===== src/rtl/apb_master_mc_if.sv =====
// Request/response port plus multi-slave APB bus for apb_master_mc.
// The master modport is the controller's view; the slave modport is the view of the source and fabric.
interface apb_master_mc_if #(
    parameter int ADDR_W  = 8,
    parameter int DATA_W  = 8,
    parameter int NUM_SLV = 2
) ();
    logic                      req_valid;
    logic                      req_ready;
    logic                      req_write;
    logic [ADDR_W-1:0]         req_addr;
    logic [DATA_W-1:0]         req_wdata;
    logic                      rsp_valid;
    logic [DATA_W-1:0]         rsp_rdata;
    logic                      rsp_err;
    logic [NUM_SLV-1:0]        psel;
    logic                      penable;
    logic                      pwrite;
    logic [ADDR_W-1:0]         paddr;
    logic [DATA_W-1:0]         pwdata;
    logic [NUM_SLV*DATA_W-1:0] prdata;
    logic [NUM_SLV-1:0]        pready;
    logic [NUM_SLV-1:0]        pslverr;

    modport master (
        input  req_valid, req_write, req_addr, req_wdata, prdata, pready, pslverr,
        output req_ready, rsp_valid, rsp_rdata, rsp_err, psel, penable, pwrite, paddr, pwdata
    );

    modport slave (
        output req_valid, req_write, req_addr, req_wdata, prdata, pready, pslverr,
        input  req_ready, rsp_valid, rsp_rdata, rsp_err, psel, penable, pwrite, paddr, pwdata
    );
endinterface


===== src/rtl/apb_master_mc.sv =====
// Multi-slave APB master: valid/ready requests become SETUP/ACCESS transfers with
// address-based slave decode, wait-state timeout and a one-cycle response pulse.
module apb_master_mc #(
    parameter int ADDR_W  = 8,
    parameter int DATA_W  = 8,
    parameter int NUM_SLV = 2,
    parameter int TIMEOUT = 16
) (
    input  logic            pclk,
    input  logic            presetn,
    apb_master_mc_if.master bus
);
    localparam int SEL_W  = $clog2(NUM_SLV);
    localparam int SEL_IW = (SEL_W > 0) ? SEL_W : 1;
    localparam int CNT_W  = (TIMEOUT > 0) ? $clog2(TIMEOUT + 1) : 1;

    typedef enum logic [1:0] {IDLE, SETUP, ACCESS} state_t;

    state_t              state_q, state_d;
    logic [SEL_IW-1:0]   cur_q, cur_d, idx;
    logic [CNT_W-1:0]    cnt_q, cnt_d;
    logic                pend_q, pend_d;
    logic [NUM_SLV-1:0]  psel_q, psel_d;
    logic                penable_q, penable_d;
    logic                pwrite_q, pwrite_d;
    logic [ADDR_W-1:0]   paddr_q, paddr_d;
    logic [DATA_W-1:0]   pwdata_q, pwdata_d;
    logic                rsp_valid_q, rsp_valid_d;
    logic [DATA_W-1:0]   rsp_rdata_q, rsp_rdata_d;
    logic                rsp_err_q, rsp_err_d;

    logic                dec_err, cur_rdy, cur_err, timeout_hit, done, req_ready, accept;
    logic [DATA_W-1:0]   cur_rdata;

    generate
        if (NUM_SLV > 1) begin : g_dec
            assign idx = bus.req_addr[ADDR_W-1 -: SEL_W];
        end else begin : g_one
            assign idx = '0;
        end
    endgenerate

    assign dec_err     = (int'(idx) >= NUM_SLV);
    assign cur_rdy     = bus.pready[cur_q];
    assign cur_err     = bus.pslverr[cur_q];
    assign cur_rdata   = bus.prdata[int'(cur_q)*DATA_W +: DATA_W];
    assign timeout_hit = (TIMEOUT != 0) && (state_q == ACCESS) && !cur_rdy &&
                         (cnt_q == CNT_W'(TIMEOUT - 1));
    assign done        = (state_q == ACCESS) && (cur_rdy || timeout_hit);
    assign req_ready   = (state_q == IDLE) || done;
    assign accept      = bus.req_valid && req_ready;

    always_comb begin
        state_d     = state_q;
        cur_d       = cur_q;
        cnt_d       = cnt_q;
        pend_d      = 1'b0;
        psel_d      = psel_q;
        penable_d   = penable_q;
        pwrite_d    = pwrite_q;
        paddr_d     = paddr_q;
        pwdata_d    = pwdata_q;
        rsp_valid_d = pend_q;
        rsp_err_d   = pend_q;
        rsp_rdata_d = '0;

        case (state_q)
            SETUP: begin
                state_d   = ACCESS;
                penable_d = 1'b1;
            end
            ACCESS: begin
                if (!cur_rdy) cnt_d = cnt_q + CNT_W'(1);
                if (done) begin
                    rsp_valid_d = 1'b1;
                    rsp_err_d   = cur_rdy ? cur_err : 1'b1;
                    rsp_rdata_d = (cur_rdy && !cur_err && !pwrite_q) ? cur_rdata : '0;
                    state_d     = IDLE;
                    psel_d      = '0;
                    penable_d   = 1'b0;
                end
            end
            default: ;
        endcase

        if (accept) begin
            cur_d    = idx;
            pwrite_d = bus.req_write;
            paddr_d  = bus.req_addr;
            pwdata_d = bus.req_wdata;
            if (dec_err) begin
                // Response slot already taken by a completion: emit the decode error one cycle later.
                if (rsp_valid_d) begin
                    pend_d = 1'b1;
                end else begin
                    rsp_valid_d = 1'b1;
                    rsp_err_d   = 1'b1;
                end
                state_d = IDLE;
            end else begin
                state_d   = SETUP;
                psel_d    = NUM_SLV'(1) << idx;
                penable_d = 1'b0;
                cnt_d     = '0;
            end
        end
    end

    always_ff @(posedge pclk or negedge presetn) begin
        if (!presetn) begin
            state_q     <= IDLE;
            cur_q       <= '0;
            cnt_q       <= '0;
            pend_q      <= 1'b0;
            psel_q      <= '0;
            penable_q   <= 1'b0;
            pwrite_q    <= 1'b0;
            paddr_q     <= '0;
            pwdata_q    <= '0;
            rsp_valid_q <= 1'b0;
            rsp_rdata_q <= '0;
            rsp_err_q   <= 1'b0;
        end else begin
            state_q     <= state_d;
            cur_q       <= cur_d;
            cnt_q       <= cnt_d;
            pend_q      <= pend_d;
            psel_q      <= psel_d;
            penable_q   <= penable_d;
            pwrite_q    <= pwrite_d;
            paddr_q     <= paddr_d;
            pwdata_q    <= pwdata_d;
            rsp_valid_q <= rsp_valid_d;
            rsp_rdata_q <= rsp_rdata_d;
            rsp_err_q   <= rsp_err_d;
        end
    end

    assign bus.req_ready = req_ready;
    assign bus.rsp_valid = rsp_valid_q;
    assign bus.rsp_rdata = rsp_rdata_q;
    assign bus.rsp_err   = rsp_err_q;
    assign bus.psel      = psel_q;
    assign bus.penable   = penable_q;
    assign bus.pwrite    = pwrite_q;
    assign bus.paddr     = paddr_q;
    assign bus.pwdata    = pwdata_q;
endmodule


===== src/flat_wrapper.sv =====
// flat-port wrapper written by rule: the top's interface ports become plain ports
module apb_master_mc_flat 
#(
    parameter int ADDR_W  = 8,
    parameter int DATA_W  = 8,
    parameter int NUM_SLV = 2,
    parameter int TIMEOUT = 16
)
  (pclk, presetn, bus_req_valid, bus_req_write, bus_req_addr, bus_req_wdata, bus_prdata, bus_pready, bus_pslverr, bus_req_ready, bus_rsp_valid, bus_rsp_rdata, bus_rsp_err, bus_psel, bus_penable, bus_pwrite, bus_paddr, bus_pwdata);
  apb_master_mc_if #(.ADDR_W(ADDR_W), .DATA_W(DATA_W), .NUM_SLV(NUM_SLV)) bus_i ();
  input  logic pclk;
  input  logic presetn;
  input wire logic [$bits(bus_i.req_valid)-1:0] bus_req_valid;
  input wire logic [$bits(bus_i.req_write)-1:0] bus_req_write;
  input wire logic [$bits(bus_i.req_addr)-1:0] bus_req_addr;
  input wire logic [$bits(bus_i.req_wdata)-1:0] bus_req_wdata;
  input wire logic [$bits(bus_i.prdata)-1:0] bus_prdata;
  input wire logic [$bits(bus_i.pready)-1:0] bus_pready;
  input wire logic [$bits(bus_i.pslverr)-1:0] bus_pslverr;
  output wire logic [$bits(bus_i.req_ready)-1:0] bus_req_ready;
  output wire logic [$bits(bus_i.rsp_valid)-1:0] bus_rsp_valid;
  output wire logic [$bits(bus_i.rsp_rdata)-1:0] bus_rsp_rdata;
  output wire logic [$bits(bus_i.rsp_err)-1:0] bus_rsp_err;
  output wire logic [$bits(bus_i.psel)-1:0] bus_psel;
  output wire logic [$bits(bus_i.penable)-1:0] bus_penable;
  output wire logic [$bits(bus_i.pwrite)-1:0] bus_pwrite;
  output wire logic [$bits(bus_i.paddr)-1:0] bus_paddr;
  output wire logic [$bits(bus_i.pwdata)-1:0] bus_pwdata;
  assign bus_i.req_valid = bus_req_valid;
  assign bus_i.req_write = bus_req_write;
  assign bus_i.req_addr = bus_req_addr;
  assign bus_i.req_wdata = bus_req_wdata;
  assign bus_i.prdata = bus_prdata;
  assign bus_i.pready = bus_pready;
  assign bus_i.pslverr = bus_pslverr;
  assign bus_req_ready = bus_i.req_ready;
  assign bus_rsp_valid = bus_i.rsp_valid;
  assign bus_rsp_rdata = bus_i.rsp_rdata;
  assign bus_rsp_err = bus_i.rsp_err;
  assign bus_psel = bus_i.psel;
  assign bus_penable = bus_i.penable;
  assign bus_pwrite = bus_i.pwrite;
  assign bus_paddr = bus_i.paddr;
  assign bus_pwdata = bus_i.pwdata;
  apb_master_mc #(.ADDR_W(ADDR_W), .DATA_W(DATA_W), .NUM_SLV(NUM_SLV), .TIMEOUT(TIMEOUT)) u_core (.pclk(pclk), .presetn(presetn), .bus(bus_i));
endmodule

===== config.mk =====
export PLATFORM = sky130hd
export DESIGN_NAME = apb_master_mc_flat
export DESIGN_NICKNAME = d
export VERILOG_FILES = /design/src/rtl/apb_master_mc_if.sv /design/src/rtl/apb_master_mc.sv /design/src/flat_wrapper.sv
export SDC_FILE = /design/constraint.sdc
export NUM_CORES = 1
export LEC_CHECK = 0
export ABC_AREA = 1
export CAP_MARGIN = 20
export CORE_ASPECT_RATIO = 0.9
export CORE_MARGIN = 2
export CORE_UTILIZATION = 40
export DETAILED_ROUTE_END_ITERATION = 8
export GPL_TIMING_DRIVEN = 0
export MAX_ROUTING_LAYER = met4
export PLACE_DENSITY = 0.76
export SKIP_LAST_GASP = 1
export SYNTH_ARGS = -nofsm -noshare
export SYNTH_HDL_FRONTEND = slang
export SYNTH_SLANG_ARGS = --single-unit

===== constraint.sdc =====
create_clock -name pclk -period 2.2 [get_ports pclk]
set_input_delay 0.22 -clock pclk [delete_from_list [all_inputs] [get_ports pclk]]
set_output_delay 0.22 -clock pclk [all_outputs]
set_load 0.05 [all_outputs]

==> reports/qor.csv, run 1 <==
metric;value;unit
outcome;complete, no violations;
async set or reset register ratio after synthesis;100;%
die width;73.1;um
io pins;71;
Compound-Gate Fraction of Synth Area;1.17;%
area delta synth->final;50.4;%
worst-path cell chain;ha_1 -> nand2_1 -> nor2_1 -> ha_1 -> inv_1 -> nand4_2 -> buf_6 -> nand2_2 -> inv_1 -> buf_4;
Post-Route WL;3950;um
Yosys reg bits;36;
syn avg cell area;9.34;um2
total gr overflow;0;
fin crit period;2050;ps
Synth cell types;23;
Clk Latency, worst-skew pair;280;ps
Yosys top cell area share;52.4;%
layout cells sized above 1;14.3;%
Detail Placement HPWL;2900;um
Num CTS Buffers;5;
Initial Utilization;41.9;%
post-synthesis sequential area ratio;52.4;%
commonest non-fill, non-tap cells in the layout;clkdlybuf4s50_1 (68), nand2_1 (58), dfrtp_1 (36), nand4_1 (20), inv_1 (15);
final instance area;2580;um2
Max-Cap Viols;0;
area occupied by multi-input gates;679;um2
FILL cells;366;
GRT Util Overall;18.2;%
Post-Syn Area;1720;um2
largest area contributor in the netlist;dfrtp_1;
count of buffers inserted at the top-level ports;70;
Core Rows;22;
Max Clock Skew;6.10;ps
Worst-path clk slew;70;ps
Final Hold Viols;0;
initial antenna violation count;0;
post-layout util;63.0;%
Max Root-Sink Buffers;2;
Worst Setup End Kind;output port;
routability cong.;0.775;
Pwr per Cell Area;486;nW/um2
Setup violations, final;0;
CP startpoint kind;flop;
Post-layout nets;306;
final hold slack;6.72;ps
commonest non-fill, non-tap cell in the layout;clkdlybuf4s50_1;
Core Region;4100;um2
Non-Filler Instances;313;
Worst Path Class, Setup;flop to output port;
worst relative slew slack;48.3;%
Post-Synth Adder-Cell Area;1.46;%
DR pass1 iterations;4;
first-pass GRT wire length;6590;um
Worst path slowest cell;dfrtp_1;
WP data required;1980;ps
top post-synthesis cells by area;dfrtp_1 (52%), nand2_1 (13%), nand4_1 (7.3%);
Die Y;66.2;um
total number of vias;1521;
CTS tree;done;
clock root buffer;clkbuf_8;
period utilisation layout;93.0;%
worst vdd ir;0.280;mV
dpl cell area;2470;um2
die area;4840;um2
vias per inst;4.86;
post-route ant nets;0;
Sequential Area;901;um2
Crit Path Max Fanout;3;
CTS H-tree lvls;2;
Post-synth EDFFs;0;
synth warn;0;
Worst Path Buf+Inv;4;
HP Class;input port to async pin;
Iteration-0 DRC Markers;77;
largest net degree at the start of global routing;37;
simple-gate area share of the yosys netlist;32.3;%
CP max stage delay;400;ps
number of DRC violations after detailed routing;0;
Static Leak;0.00125;uW
portion of netlist area occupied by mux cells;4.66;%
Critical Path AT;1830;ps
post-placement cell count;302;
Crit path max-delay family;buffers and inverters;
Max Slew Vio Count;0;
clk sinks;36;
WL/cell;12.6;um
n_diodes;0;
vias in the first global route;1515;
Post-Synth XOR/XNOR Area;0;%
Top FF cell, synth;dfrtp_1;
Syn Inst Count;184;
syn_nets;226;
Max Freq;489;MHz
Slew @ Worst Pin;776;ps
main combinational cell family by area after synthesis;simple AND/OR/NAND/NOR gates;
==> stage by stage <==
step	setup WS, ps	TNS [ps]	power (uW)
6_report	153	0	1250
5_1_grt	-6.63	-6.63	1310
4_1_cts	67.9	0	1280
3_5_place_dp	-137	-137	792
3_3_place_gp	-110	-110	792
2_1_floorplan	524	0	704
==> final timing paths <==
path | start | end | slack [ps] | cells past startpoint
worst max-delay path | u_core.cnt_q[0] | bus_req_ready | 150 | 10
worst min-delay path | presetn | u_core.cnt_q[2] | 7 | 1
worst max register to register | u_core.cnt_q[0] | u_core.bus.paddr[1] | 410 | 11
worst min register to register | u_core.bus.pwdata[4] | u_core.bus.pwdata[4] | 470 | 2
max in group asynchronous | presetn | u_core.cnt_q[1] | 1690 | 1
min in group pclk | u_core.bus.pwdata[4] | u_core.bus.pwdata[4] | 470 | 2
==> area by class of cell <==
cell class                 count  share of cell area [%]
timing repair buffer          73                    27.7
clock buffer                   8                    3.49
multi-input combinational    121                    26.3
inverter                      17                    2.47
sequential                    36                    34.9
buffer                        10                    2.86
tap                           48                    2.32
==> routing by layer <==
metal  wire length, um  vias up  GRT usage [%]
met4                59        0           6.94
li1                  -      762              -
met3               392        6           5.79
met5                 0        -              -
met1              1730      694           21.5
met2              1770       59           29.1
==> cell usage after synthesis, types with 3 or more instances <==
cell / count
nand2_1: 58
nand2_2: 3
buf_6: 3
nor2_1: 6
nor2_2: 9
buf_4: 3
dfrtp_1: 36
nand4_1: 20
nand3_1: 6
inv_1: 15
mux2i_1: 8
==> registers in the layout, indices dropped and copies added (netlist names) <==
name                  flops
u_core.bus.pwdata         8
u_core.bus.rsp_rdata      8
u_core.bus.pwrite         1
u_core.state_q            2
u_core.bus.psel           2
u_core.bus.paddr          8
u_core.cnt_q              5
u_core.bus.rsp_valid      1
u_core.bus.rsp_err        1
==> power by group <==
| part | internal [uW] | switching (uW) | leakage (uW) |
|---|---|---|---|
| Clock | 255 | 219 | 0.0000455 |
| Combinational | 72.6 | 46.6 | 0.000728 |
| Sequential | 662 | 0 | 0.000477 |
| Total | 990 | 265 | 0.00125 |
==> logic make-up after synthesis <==
kind of cell | after synthesis
buf+inv | 27
fa+ha+maj | 2
simple gates | 108
compound gates | 3
flops | 36
mux | 8
==> what timing repair did <==
item | in CTS | in global routing
hold buffers | 0 | 0
buffers inserted | 0 | 3
gates resized for setup | 5 | 2
endpoints found under the setup margin | 1 | 1
Note: power is estimated with default switching activity, not from simulation.
==> inputs of run 2 (changes only) <==
--- a/config.mk
+++ b/config.mk
@@ -14,6 +14,7 @@
 export GPL_TIMING_DRIVEN = 0
 export MAX_ROUTING_LAYER = met4
 export PLACE_DENSITY = 0.76
+export SKIP_CTS_REPAIR_TIMING = 1
 export SKIP_LAST_GASP = 1
 export SYNTH_ARGS = -nofsm -noshare
 export SYNTH_HDL_FRONTEND = slang
==> results of run 2 <==
The final DEF is identical to that of run 1; final timing and power are the same.
Main changes from that run: wire length of the first global-routing pass 6590 um -> 6580 um; met1 usage 21.5% -> 21.4%
